==> src/rtl/twos_comp_decoder_if.sv <==
// ============================================================================
// twos_comp_decoder_if
// Valid/ready handshake bundle for the two's-complement to sign-magnitude
// decoder: one word in, one sign/magnitude result out.
// Revision: 1.0
// ============================================================================
`default_nettype none

interface twos_comp_decoder_if #(
  parameter int WIDTH = 9
);
  logic             in_valid;
  logic             in_ready;
  logic [WIDTH-1:0] A;
  logic             out_valid;
  logic             out_ready;
  logic             sign;
  logic [WIDTH-1:0] mag;
  logic             is_min;

  modport master (
    output in_valid, A, out_ready,
    input  in_ready, out_valid, sign, mag, is_min
  );

  modport slave (
    input  in_valid, A, out_ready,
    output in_ready, out_valid, sign, mag, is_min
  );
endinterface

`default_nettype wire

==> src/rtl/twos_comp_decoder.sv <==
// ============================================================================
// twos_comp_decoder
// Bit-serial, LSB-first conversion of a two's-complement word into sign plus
// unsigned magnitude, with constant WIDTH-cycle latency.
// Revision: 1.0
// ============================================================================
`default_nettype none

module twos_comp_decoder #(
  parameter int WIDTH = 9
) (
  input  logic                 clk,
  input  logic                 rst,
  twos_comp_decoder_if.slave   bus
);

  localparam int             CW       = (WIDTH > 1) ? $clog2(WIDTH) : 1;
  localparam logic [CW-1:0]  LAST     = CW'(WIDTH - 1);
  localparam logic [WIDTH-1:0] MIN_WORD = {1'b1, {(WIDTH-1){1'b0}}};

  typedef enum logic [1:0] {
    IDLE  = 2'd0,
    SHIFT = 2'd1,
    DONE  = 2'd2
  } state_t;

  state_t           state_q, state_d;
  logic [WIDTH-1:0] sh_q, sh_d;
  logic             sign_q, sign_d;
  logic [CW-1:0]    cnt_q, cnt_d;
  logic             seen_q, seen_d;
  logic [WIDTH-1:0] mag_q, mag_d;
  logic             is_min_q, is_min_d;
  logic             bit_in;
  logic             bit_out;

  always_ff @(posedge clk or posedge rst) begin
    if (rst) begin
      state_q  <= IDLE;
      sh_q     <= '0;
      sign_q   <= 1'b0;
      cnt_q    <= '0;
      seen_q   <= 1'b0;
      mag_q    <= '0;
      is_min_q <= 1'b0;
    end else begin
      state_q  <= state_d;
      sh_q     <= sh_d;
      sign_q   <= sign_d;
      cnt_q    <= cnt_d;
      seen_q   <= seen_d;
      mag_q    <= mag_d;
      is_min_q <= is_min_d;
    end
  end

  always_comb begin
    state_d  = state_q;
    sh_d     = sh_q;
    sign_d   = sign_q;
    cnt_d    = cnt_q;
    seen_d   = seen_q;
    mag_d    = mag_q;
    is_min_d = is_min_q;
    bit_in   = 1'b0;
    bit_out  = 1'b0;

    case (state_q)
      IDLE: begin
        if (bus.in_valid) begin
          state_d  = SHIFT;
          sh_d     = bus.A;
          sign_d   = bus.A[WIDTH-1];
          cnt_d    = '0;
          seen_d   = 1'b0;
          mag_d    = '0;
          is_min_d = 1'b0;
        end
      end

      SHIFT: begin
        // Negation: copy bits up to and including the first 1, invert the rest.
        bit_in         = sh_q[cnt_q];
        bit_out        = (sign_q && seen_q) ? ~bit_in : bit_in;
        mag_d[cnt_q]   = bit_out;
        seen_d         = seen_q | bit_in;
        if (cnt_q == LAST) begin
          state_d  = DONE;
          cnt_d    = '0;
          is_min_d = sign_q && (sh_q == MIN_WORD);
        end else begin
          cnt_d = cnt_q + 1'b1;
        end
      end

      DONE: begin
        if (bus.out_ready) begin
          state_d = IDLE;
        end
      end

      default: begin
        state_d = IDLE;
      end
    endcase
  end

  assign bus.in_ready  = (state_q == IDLE);
  assign bus.out_valid = (state_q == DONE);
  assign bus.sign      = sign_q;
  assign bus.mag       = mag_q;
  assign bus.is_min    = is_min_q;

endmodule

`default_nettype wire
==> src/flat_wrapper.sv <==
// flat-port wrapper written by rule: the top's interface ports become plain ports
module twos_comp_decoder_flat 
#(
  parameter int WIDTH = 9
)
  (clk, rst, bus_in_valid, bus_A, bus_out_ready, bus_in_ready, bus_out_valid, bus_sign, bus_mag, bus_is_min);
  twos_comp_decoder_if #(.WIDTH(WIDTH)) bus_i ();
  input  logic clk;
  input  logic rst;
  input wire logic [$bits(bus_i.in_valid)-1:0] bus_in_valid;
  input wire logic [$bits(bus_i.A)-1:0] bus_A;
  input wire logic [$bits(bus_i.out_ready)-1:0] bus_out_ready;
  output wire logic [$bits(bus_i.in_ready)-1:0] bus_in_ready;
  output wire logic [$bits(bus_i.out_valid)-1:0] bus_out_valid;
  output wire logic [$bits(bus_i.sign)-1:0] bus_sign;
  output wire logic [$bits(bus_i.mag)-1:0] bus_mag;
  output wire logic [$bits(bus_i.is_min)-1:0] bus_is_min;
  assign bus_i.in_valid = bus_in_valid;
  assign bus_i.A = bus_A;
  assign bus_i.out_ready = bus_out_ready;
  assign bus_in_ready = bus_i.in_ready;
  assign bus_out_valid = bus_i.out_valid;
  assign bus_sign = bus_i.sign;
  assign bus_mag = bus_i.mag;
  assign bus_is_min = bus_i.is_min;
  twos_comp_decoder #(.WIDTH(WIDTH)) u_core (.clk(clk), .rst(rst), .bus(bus_i));
endmodule
==> config.mk <==
export PLATFORM = sky130hd
export DESIGN_NAME = twos_comp_decoder_flat
export DESIGN_NICKNAME = d
export VERILOG_FILES = /design/src/rtl/twos_comp_decoder_if.sv /design/src/rtl/twos_comp_decoder.sv /design/src/flat_wrapper.sv
export SDC_FILE = /design/constraint.sdc
export NUM_CORES = 1
export LEC_CHECK = 0
export ABC_AREA = 1
export CORE_MARGIN = 2
export CORE_UTILIZATION = 46
export DETAILED_ROUTE_END_ITERATION = 6
export PLACE_DENSITY = 0.75
export SLEW_MARGIN = 20
export SYNTH_ARGS = -nofsm -noshare
export SYNTH_HDL_FRONTEND = slang
export SYNTH_SLANG_ARGS = --single-unit
==> constraint.sdc <==
create_clock -name clk -period 1.35 [get_ports clk]
set_input_delay 0.405 -clock clk [delete_from_list [all_inputs] [get_ports clk]]
set_output_delay 0.405 -clock clk [all_outputs]
set_load 0.005 [all_outputs]
Word level (Yosys, flattened, before mapping)
Cells that the tools add are included.

word-level totals
  register bits = 27
  input bits = 13
  output and inout bits = 13
  logic and storage cells = 47

cells by class
  add/sub/neg operators = 1
  order comparisons = 2
  equality and inequality tests = 7
  muxes and demuxes = 19
  bitwise gates (word level) = 2
  reductions and logical operators = 9

operators with widths
  cell                                                  count
  case mux 9 bit (2 select lines)                       1
  bitwise mux 9 bit                                     1
  == test 9 bit (second input constant)                 1
  2-to-1 mux 9 bit                                      1
  2-to-1 mux 4 bit                                      2
  case mux 4 bit (2 select lines)                       1
  2-to-1 mux 2 bit                                      3
  case mux 2 bit (3 select lines)                       1
  AND reduction 3 bit                                   2
  < comparator 4 x 5 -> 1 bit (second input constant)   1
  2-to-1 mux 1 bit                                      5
  adder 4 x 1 -> 4 bit (second input constant)          1
  binary-select mux 1 bit (select 4 bit)                1
  demux 1 bit (select 4 bit)                            1
  == test 4 bit (second input constant)                 1
  >= comparator 4 x 1 -> 1 bit (second input constant)  1
  != test 2 bit (second input constant)                 2
  case mux 1 bit (2 select lines)                       2
  AND reduction 2 bit                                   2
  logical AND 1 bit                                     3
  == test 2 x 1 -> 1 bit (second input constant)        1
  == test 2 bit (second input constant)                 1
  logical NOT 2 bit                                     1
  != test 2 x 1 -> 1 bit (second input constant)        1
  other kinds (3)                                       3

Logic depth before layout (Yosys ltp)
  depth after elaboration = 6
  depth in mapped cells = 10
  mapped depth without buffers = 9

Worst setup path before layout
OpenSTA, ideal clock, no wires.

  kind = reg2reg
  start point = register u_core.cnt_q[0]
  end point = register u_core.mag_q[0] (netlist: u_core.bus.mag[0])
  library setup time = 0.118 ns
  arrival = 1.175 ns
  slack = 0.057 ns
  cell stages (with the launch flop) = 8
  path buffers = 1
  period minus slack after synthesis = 1.293 ns
  cells stage by stage = dfrtp_1 -> buf_4 -> inv_4 -> ha_1 -> inv_1 -> nor3_1 -> nand3b_1 -> nand2_1

between the ends
  cells in the longest elaborated chain, start to end = 6

RTL lines
  element                                                                          line                                              RTL
  from (decl)                                                                      twos_comp_decoder.sv:30                           logic [CW-1:0] cnt_q, cnt_d;
  from (signal assigned)                                                           twos_comp_decoder.sv:50                           cnt_q <= cnt_d;
  < comparator 4 x 5 -> 1 bit (implied by the code), or another cell as far along  twos_comp_decoder.sv:85                           mag_d[cnt_q] = bit_out;
  logical AND 1 bit (implied by the code) or 2-to-1 mux 1 bit (tied branches)      twos_comp_decoder.sv:85, twos_comp_decoder.sv:83
  2-to-1 mux 1 bit (implied by the code) or inverter 1 bit (tied branches)         twos_comp_decoder.sv:85, twos_comp_decoder.sv:84
  demux 1 bit (select 4 bit) or 2-to-1 mux 1 bit (tied branches)                   n/a
  bitwise mux 9 bit *                                                              twos_comp_decoder.sv:85
  case mux 9 bit (2 select lines) *                                                twos_comp_decoder.sv:68                           case (state_q)
  to (signal assigned)                                                             twos_comp_decoder.sv:52                           mag_q <= mag_d;
  to (decl)                                                                        twos_comp_decoder.sv:32                           logic [WIDTH-1:0] mag_q, mag_d;

Mark *: on every way between the ends. The rest lies on a longest branch, timed or not. The select of a mux whose other input is x is not followed.
A chain may end at the register's enable or synchronous reset.

Worst setup path after layout
  start point = register u_core.state_q[0]
  end point = output bus_in_ready

between the ends
  cells in the longest elaborated chain, start to end = 1

RTL lines
  element                 line                      RTL
  from (decl)             twos_comp_decoder.sv:27   state_t state_q, state_d;
  from (signal assigned)  twos_comp_decoder.sv:47   state_q <= state_d;
  logical NOT 2 bit       twos_comp_decoder.sv:108  assign bus.in_ready = (state_q == IDLE);
  to (decl)               flat_wrapper.sv:13        output wire logic [$bits(bus_i.in_ready)-1:0] bus_in_ready;

Every way passes these cells.

==> metrics <==
Place WS -0.283 ns; Remaining DRCs 0; reg-to-reg slack, setup -0.14 ns; CP startpoint kind flip-flop; fin nets 245; Die Y 58.4 um; antenna cell count 0; slowest stage delay, CP 0.43 ns; Final min period 1.51 ns; Net Count, Synth 185; die area 0.00341 mm2; clk_skew 0.00764 ns; switching power 1.93 mW; combinational share of power 62.6%; delay-heaviest family, CP flip-flops; Final GP Congestion 0.833; Final period util 112%; worst-margin pin slew 0.269 ns; Post-synth top flop dfrtp_1; Buf+Inv Stages, Crit Path 4; Root Driver clkbuf_4; power per cell area 2150 mW/mm2; RSZ-0062 raised after global routing yes; worst path arrival time 1.11 ns; Num CTS Buffers 3; Async SR Flop Fraction 100%; Yosys reg bits 26; failing checks setup timing; critical path class flip-flop to output port; R2R depth 6; Sequential Power Share 30.0%; vias 1341; leak pwr 1.01 nW; DR iter-0 viols 65; vias in the first global route 1313; Avg Cell Area, Syn 8.10 um2; Synth warnings 0; critical path depth 5; count leader, synth nand2_1; wire per inst 13.6 um; Tot Pwr 4.31 mW; GRT Total Usage 21.0%; fin. max-slew vios 0; # port buffers 25; hold slack 0.397 ns; Bufs on Longest Clock Path 2; Max Cap Violations 0; first-pass GRT wire length 5530 um; Reg clk slew, reported paths 0.13 ns; sequential-to-total area share from yosys stat 47.8%; layout cells sized above 1 37.2%; Max transition margin 82.0%; CTS HTree Levels 1; Worst EP required 0.95 ns; Vias/cell 5.22; synthesized cell area 0.00136 mm2; status finished with violations; area leader, netlist dfrtp_1; Post-DP Area 0.00172 mm2; # clock sinks 26; Synth top area share 47.8%; Placed Cells 231; Crit. End Element output port; Core Rows 19; peak supply drop 1380 uV; cells after synthesis 168; P&R area growth vs syn 47.4%; Hold Path Class primary input to async pin; Final HPWL DP 2130 um; Final Util 72.2%; Worst Slack Setup Final -0.164 ns; I/O Pins 26; fmax 660 MHz; core area 0.00278 mm2; detailed-route wire length 3490 um; remaining global-route overflow 0; Sw Ratio 44.8%; Setup Viol. Count Final 26; Pre-Repair DR Iteration Count 4; Horiz. Die Dim 58.4 um; worst-path cell chain buf_6 -> inv_4 -> nand2_4 -> inv_2 -> buf_6; Pint 2.38 mW; largest net degree at the start of global routing 27; Cell variety after synth 24; critical path peak fanout 2; total negative slack -1.91 ns; Final Hold Fails 0; Synth area leaders dfrtp_1 (48%), nand2_1 (11%), inv_1 (6.3%); slowest library cell on the worst path dfrtp_1; clk_lat worst skew 0.31 ns; post-route cell area 0.00201 mm2; number of synthesized flops with an enable pin 0; antenna violations before repair 0; Clock power frac 7.4%; TritonCTS clock tree done; Layout Cells excl Fill 257; Final ANT Viol Nets 0; commonest cells in the netlist nand2_1 (40), dfrtp_1 (26), inv_1 (23); Most Frequent Cell on Critical Path buf_6; Initial Utilization 48.9%
==> cell usage in the layout, fill, tap and decap left out, types with 4 or more instances in the layout <==
cell type | Yosys | routed
nand2_1 | 40 | 34
nand3_1 | 15 | 13
buf_6 | 0 | 11
nor3_1 | 9 | 6
nand3_2 | 3 | 4
ha_1 | 4 | 4
inv_1 | 23 | 21
nor2_2 | 0 | 6
buf_4 | 1 | 22
nand2_2 | 1 | 4
nand2_4 | 1 | 5
dfrtp_1 | 26 | 24
o21ai_1 | 3 | 10
nand3b_1 | 8 | 8
inv_2 | 3 | 4
clkdlybuf4s50_1 | 0 | 12
clkbuf_2 | 0 | 10
==> final cells by class <==
class	instances	area, um2
multi-input combinational	111	686
clock buffer	3	22.5
tap	31	38.8
inverter	28	113
fill	212	774
sequential	26	653
timing repair buffer	58	494
==> registers in the layout, indices dropped and copies added (netlist names) <==
register / flops
u_core.cnt_q: 4
u_core.seen_q: 1
u_core.bus.mag: 9
u_core.state_q: 2
u_core.bus.is_min: 1
u_core.bus.sign: 1
u_core.sh_q: 8
==> kinds of logic (layout without fill, tap and decap cells) <==
logic type / Yosys count / count (layout) / synth area share [%]
fa+ha+maj: 4 / 4 / 3.68
xor+xnor: 2 / 2 / 1.29
compound gates: 16 / 16 / 6.07
simple gates: 88 / 89 / 31.7
buf+inv: 32 / 89 / 9.47
flops: 26 / 26 / 47.8
==> repair_timing <==
item / CTS / global route
buffers inserted: 11 / 8
hold buffers: 0 / 0
resized for setup: 42 / 54
endpoints found under the setup margin: 28 / 37
gates cloned: 2 / 2
pin swaps: 3 / 9
==> power by group through the flow <==
| stage | combinational [mW] | clock [mW] | sequential (mW) |
|---|---|---|---|
| floorplan | 1.28 | 0 | 1.28 |
| global placement | 1.92 | 0 | 1.29 |
| detailed placement | 2.00 | 0 | 1.30 |
| CTS | 2.21 | 0.331 | 1.28 |
| global route | 2.98 | 0.362 | 1.33 |
| finish | 2.70 | 0.317 | 1.30 |
==> routing by layer <==
| layer | track usage, % | vias up | routed length, um |
|---|---|---|---|
| met5 | 0 | - | 0 |
| met4 | 8.64 | 0 | 49 |
| met3 | 2.86 | 7 | 151 |
| met2 | 35.8 | 31 | 1790 |
| met1 | 26.9 | 648 | 1500 |
| li1 | - | 655 | - |
==> final timing paths <==
kind,from,endpoint
setup / recovery,u_core.state_q[0],bus_in_ready
hold / removal,rst,u_core.state_q[0]
setup reg to reg,u_core.state_q[0],u_core.cnt_q[3]
hold reg to reg,u_core.bus.mag[3],u_core.bus.mag[3]
max in group asynchronous,rst,u_core.cnt_q[0]
min in group clk,u_core.bus.mag[3],u_core.bus.mag[3]
==> worst register-to-register path, stage by stage (launching register included) <==
cell     delay [ns]
dfrtp_1        0.43
buf_6          0.13
buf_4          0.13
nand2_2        0.22
inv_1          0.16
nand2_1        0.19
o21ai_0        0.12
Power figures use the tool's default switching activity.
